`config.mk`:
```
export PLATFORM = sky130hd
export DESIGN_NAME = prog_mem
export DESIGN_NICKNAME = d
export VERILOG_FILES = /design/src/rtl/prog_mem.sv
export SDC_FILE = /design/constraint.sdc
export NUM_CORES = 1
export LEC_CHECK = 0
export ABC_AREA = 1
export CAP_MARGIN = 30
export CORE_AREA = 2 2 218 134
export CTS_CLUSTER_DIAMETER = 150
export CTS_CLUSTER_SIZE = 12
export DETAILED_ROUTE_END_ITERATION = 10
export DIE_AREA = 0 0 220 136
export HOLD_SLACK_MARGIN = 0.03
export SETUP_SLACK_MARGIN = 0.3
export SYNTH_ARGS = -nofsm -noshare
export SYNTH_HDL_FRONTEND = slang
export SYNTH_SLANG_ARGS = --single-unit
```
`constraint.sdc`:
```
create_clock -name i_clk -period 5.57 [get_ports i_clk]
set_clock_uncertainty 0.15 [all_clocks]
set_input_delay 0.8355 -clock i_clk [delete_from_list [all_inputs] [get_ports i_clk]]
set_output_delay 0.8355 -clock i_clk [all_outputs]
set_load 0.01 [all_outputs]
```
`src/rtl/prog_mem.sv`:
```
// Writable program memory: 1-cycle registered fetch port plus a byte-stream loader (big-endian words, auto-incrementing address).
// Define PROG_MEM_INIT_EN to preload the boot program; otherwise contents start uninitialised.
module prog_mem #(
  parameter int ADDR_W = 4,
  parameter int DATA_W = 16
) (
  input  logic              i_clk,
  input  logic              i_rst_n,
  input  logic              i_fetch_req,
  input  logic [ADDR_W-1:0] i_fetch_addr,
  output logic [DATA_W-1:0] o_instruction,
  output logic              o_fetch_valid,
  input  logic              i_ld_start,
  input  logic [ADDR_W-1:0] i_ld_base,
  input  logic [ADDR_W:0]   i_ld_len,
  input  logic [7:0]        i_ld_byte,
  input  logic              i_ld_valid,
  output logic              o_ld_ready,
  output logic              o_busy,
  output logic              o_done,
  output logic              o_err
);
  localparam int DEPTH = 1 << ADDR_W;
  localparam int BYTES = DATA_W / 8;
  localparam int BCW   = (BYTES > 1) ? $clog2(BYTES) : 1;

  typedef enum logic [1:0] {S_IDLE, S_LOAD, S_WRITE, S_DONE} state_t;
  state_t r_state, w_next;

  logic [ADDR_W-1:0] r_wr_addr;
  logic [ADDR_W:0]   r_words_left;
  logic [BCW-1:0]    r_byte_cnt;
  logic [DATA_W-1:0] r_word;
  logic [DATA_W-1:0] r_instruction;
  logic              r_fetch_valid;
  logic              r_err;
  logic              w_len_ok;
  logic              w_last_byte;
  logic              w_fetch_en;

`ifdef PROG_MEM_INIT_EN
  logic [DATA_W-1:0] r_mem [DEPTH] = '{0: DATA_W'(16'hB401), 1: DATA_W'(16'hF400),
                                       2: DATA_W'(16'h8100), default: '0};
`else
  logic [DATA_W-1:0] r_mem [DEPTH];
`endif

  assign w_len_ok    = (i_ld_len != '0) && (i_ld_len <= (ADDR_W+1)'(DEPTH));
  assign w_last_byte = (r_byte_cnt == BCW'(BYTES-1));
  assign w_fetch_en  = i_fetch_req && ((r_state == S_IDLE) || (r_state == S_DONE));

  assign o_instruction = r_instruction;
  assign o_fetch_valid = r_fetch_valid;
  assign o_err         = r_err;

  always_ff @(posedge i_clk) begin
    if (!i_rst_n) r_state <= S_IDLE;
    else          r_state <= w_next;
  end

  always_comb begin
    w_next     = r_state;
    o_ld_ready = 1'b0;
    o_busy     = 1'b0;
    o_done     = 1'b0;
    case (r_state)
      S_IDLE: if (i_ld_start && w_len_ok) w_next = S_LOAD;
      S_LOAD: begin
        o_ld_ready = 1'b1;
        o_busy     = 1'b1;
        if (i_ld_valid && w_last_byte) w_next = S_WRITE;
      end
      S_WRITE: begin
        o_busy = 1'b1;
        w_next = (r_words_left == (ADDR_W+1)'(1)) ? S_DONE : S_LOAD;
      end
      S_DONE: begin
        o_done = 1'b1;
        w_next = S_IDLE;
      end
      default: w_next = S_IDLE;
    endcase
  end

  // Loader datapath; a rejected start only touches err.
  always_ff @(posedge i_clk) begin
    if (!i_rst_n) begin
      r_err        <= 1'b0;
      r_wr_addr    <= '0;
      r_words_left <= '0;
      r_byte_cnt   <= '0;
      r_word       <= '0;
    end else begin
      case (r_state)
        S_IDLE: begin
          if (i_ld_start) begin
            if (w_len_ok) begin
              r_wr_addr    <= i_ld_base;
              r_words_left <= i_ld_len;
              r_byte_cnt   <= '0;
              r_err        <= 1'b0;
            end else begin
              r_err <= 1'b1;
            end
          end
        end
        S_LOAD: begin
          if (i_ld_valid) begin
            r_word     <= (r_word << 8) | DATA_W'(i_ld_byte);
            r_byte_cnt <= w_last_byte ? '0 : r_byte_cnt + BCW'(1);
          end
        end
        S_WRITE: begin
          r_wr_addr    <= r_wr_addr + ADDR_W'(1);
          r_words_left <= r_words_left - (ADDR_W+1)'(1);
        end
        default: ;
      endcase
    end
  end

  // Storage is never reset; a reset edge landing on WRITE must not commit the word.
  always_ff @(posedge i_clk) begin
    if (i_rst_n && (r_state == S_WRITE)) r_mem[r_wr_addr] <= r_word;
  end

  always_ff @(posedge i_clk) begin
    if (!i_rst_n) begin
      r_instruction <= '0;
      r_fetch_valid <= 1'b0;
    end else begin
      r_fetch_valid <= w_fetch_en;
      if (w_fetch_en) r_instruction <= r_mem[i_fetch_addr];
    end
  end
endmodule

```
==> results.sh <==
export IMPL_first_global_vias=7870
export IMPL_hold_path_class="register to register"
export IMPL_place_port_buffers=46
export IMPL_required_ns=5.88
export IMPL_ys_ff_latch=302
export IMPL_fill_cells=2557
export IMPL_holdBufCountCts=0
export IMPL_core_area_um2=28110
export IMPL_grtUsageMet3=0.05459
export IMPL_synth_edf_count=256
export IMPL_cts_tree="built"
export IMPL_start_util=0.4420
export IMPL_synthesis_area_um2=12420
export IMPL_cap_viol_max_count=0
export IMPL_dr_pass1_iters=5
export IMPL_top_usage_layer="met1"
export IMPL_dp_cells=1553
export IMPL_switching_share=0.2710
export IMPL_drive_above_1_share=0.05438
export IMPL_drt_iter0_markers=1003
export IMPL_p_leak_nw=5.381
export IMPL_syn_nets=1207
export IMPL_syn_inst=1171
export IMPL_power_frac_seq=0.536
export IMPL_end_kind="register"
export IMPL_internal_power_mw=3.815
export IMPL_grt_max_degree=82
export IMPL_whs_endpoint="r_byte_cnt$_SDFFE_PN0P_"
export IMPL_synthFlopType="edfxtp_1"
export IMPL_cts_inserted_buffers=29
export IMPL_clock_sinks=302
export IMPL_p_clk_frac=0.344
export IMPL_rsz0062_at_grt="no"
export IMPL_clockBufferDepth=3
export IMPL_dp_hpwl_um=20310
export IMPL_drt_wl_total_um=32530
export IMPL_drv_slew=0
export IMPL_avgSynthCellArea_um2=10.61
export IMPL_whs_ns=0.3279
export IMPL_pin_count=47
export IMPL_p_sw_mw=1.418
export IMPL_hold_start="r_byte_cnt$_SDFFE_PN0P_"
export IMPL_arrival_ns=3.45
export IMPL_root_buffer="clkbuf_16"
export IMPL_die_w_um=220
export IMPL_fmax_ghz=0.3176
export IMPL_ir_drop_mv=0.2508
export IMPL_path_clk_slew_ns=0.06
export IMPL_ff2ff_path_depth=7
export IMPL_critPathMaxFanout=81
export IMPL_finalSetupViolCount=0
export IMPL_yosys_warnings=0
export IMPL_setup_tns_final_ns=0
export IMPL_startpoint_type="input port"
export IMPL_p_per_area_nw_per_um2=371.9
export IMPL_timing_final_crit_period_ns=3.149
export IMPL_hold_viol_final=0
export IMPL_vias_per_cell=5.286
export IMPL_final_common_cell="nand2_1"
export IMPL_area_growth_pct=13.28
export IMPL_place_congestion=0.8793
export IMPL_ctsHtreeMaxLevel=1
export IMPL_grt_pass1_wl_um=49390
export IMPL_synth_cell_types=26
export IMPL_grt_met2_usage=0.3183
export IMPL_die_h_um=136
export IMPL_nNetsFinal=1245
export IMPL_fin_crit_sh=0.5653
export IMPL_r2r_setup_slack_ns=3.00
export IMPL_drc=0
export IMPL_fp_row_count=48
export IMPL_ant_nets=0
export IMPL_overflow=0
export IMPL_vias=8495
export IMPL_antenna_cells=0
export IMPL_met1_usage=0.3448
export IMPL_maxSlewHeadroom=0.3536
export IMPL_clk_latency_ns=0.56
export IMPL_dieArea_um2=29920
export IMPL_r2r_end="r_mem[1][3]$_DFFE_PP_"
export IMPL_grt_use_total=0.2224
export IMPL_antenna_found_initial=0
export IMPL_r2r_start="r_state[0]$_SDFFE_PN0P_"
export IMPL_synthArstFlopShare=0
export IMPL_cts_repair_resized=0
export IMPL_final_cell_mix="nand2_1 (390), edfxtp_1 (256), nand3_1 (215), nor2_1 (104), dfxtp_1 (46)"
export IMPL_avgRoutedWirePerCell_um=20.25
export IMPL_instances_no_fill=1607
export IMPL_combPwrFrac=0.120
export IMPL_power_mw=5.233
export IMPL_cts_setup_buffers=0
export IMPL_ys_seq_area_frac=0.6930
export IMPL_worst_slew_pin_slew_ns=0.9683
export IMPL_crit_type="input port to register"
export IMPL_status="complete, no violations"
export IMPL_whs_path_depth=2
## worst max path at each step
stage                          startpoint                            end  slack, ns  cells after the start
after detailed placement  i_fetch_addr[0]  o_instruction[4]$_SDFFE_PN0P_       1.93                     12
after CTS                 i_fetch_addr[0]  o_instruction[4]$_SDFFE_PN0P_       2.51                     12
final                     i_fetch_addr[0]  o_instruction[4]$_SDFFE_PN0P_       2.42                     12
after global routing      i_fetch_addr[0]  o_instruction[1]$_SDFFE_PN0P_       2.26                     12
after floorplan                   i_rst_n          r_mem[0][0]$_DFFE_PP_       3.02                      5
after global placement    i_fetch_addr[0]  o_instruction[3]$_SDFFE_PN0P_       1.86                     11
## power groups by stage
stage | sequential [mW] | clock, mW | combinational, mW
final | 2.80 | 1.80 | 0.630
after detailed placement | 2.84 | 0 | 0.622
after global placement | 2.84 | 0 | 0.615
after CTS | 2.80 | 1.84 | 0.626
after global routing | 2.81 | 1.93 | 0.701
after floorplan | 2.74 | 0 | 0.415
## final cells by class
cell class,instances,area [µm²],share of cell area
clock buffers,52,812.0,0.05771
clock inverters,2,20.02,0.001423
inverters,42,158.9,0.01129
multi-input cells,762,3311,0.2353
flip-flops and latches,302,8608,0.6118
well taps,375,469.2,0.03335
repair buffers,72,691.9,0.04917
## synth_stat cells, types with 3 or more instances
| cell | instances | area [µm²] |
|---|---|---|
| buf_6 | 3 | 33.78 |
| nand4_1 | 4 | 25.02 |
| ha_1 | 10 | 125.1 |
| nand3_1 | 215 | 1076 |
| buf_4 | 13 | 97.59 |
| nand2_1 | 390 | 1464 |
| o21ai_0 | 23 | 115.1 |
| buf_2 | 28 | 140.1 |
| a21oi_1 | 3 | 15.01 |
| dfxtp_1 | 46 | 920.9 |
| inv_2 | 3 | 11.26 |
| nor2_1 | 106 | 397.9 |
| buf_1 | 4 | 15.01 |
| edfxtp_1 | 256 | 7687 |
| clkbuf_1 | 17 | 63.81 |
| inv_1 | 39 | 146.4 |
## sequential cells by signal (all words and copies together) (netlist names)
signal / count
o_fetch_valid: 1
o_err: 1
r_byte_cnt: 1
r_words_left: 5
r_state: 2
r_mem: 256
o_instruction: 16
r_word: 16
r_wr_addr: 4
## through the flow
stage | area, µm² | utilization | setup WS, ns
after global routing | 14070 | 0.5006 | 2.262
final | 14070 | 0.5006 | 2.421
after global placement | 13170 | 0.4686 | 1.857
after floorplan | 12420 | - | 3.020
after detailed placement | 13240 | 0.4710 | 1.930
after CTS | 14070 | 0.5006 | 2.511
## critical path, stage by stage
cell and delay [ns]:
buf_4 0.44, clkinv_2 0.59, buf_4 0.41, buf_16 0.24, nand2_1 0.13, nand3_1 0.08
nand3_1 0.16, nand2_1 0.10, nand2_1 0.14, nand3_1 0.13, nand2_1 0.08, inv_1 0.03
## logic make-up (layout without fill, tap and decap cells)
group           after synthesis  count (layout)  share of synthesized area
fa+ha+maj                    10              10                    0.01007
compound gates               29              29                    0.01219
buf+inv                     107             168                    0.04089
simple gates                722             722                     0.2432
xor+xnor                      1               1                  0.0007052
flops                       302             302                     0.6930
## per-layer routing
metal	vias up	share of wire	wire, µm
met5	-	0	0
met4	0	0.013	423
met3	31	0.090	2933
met2	311	0.43	13830
met1	4102	0.47	15350
li1	4051	-	-
Note: power is estimated with default switching activity, not from simulation.
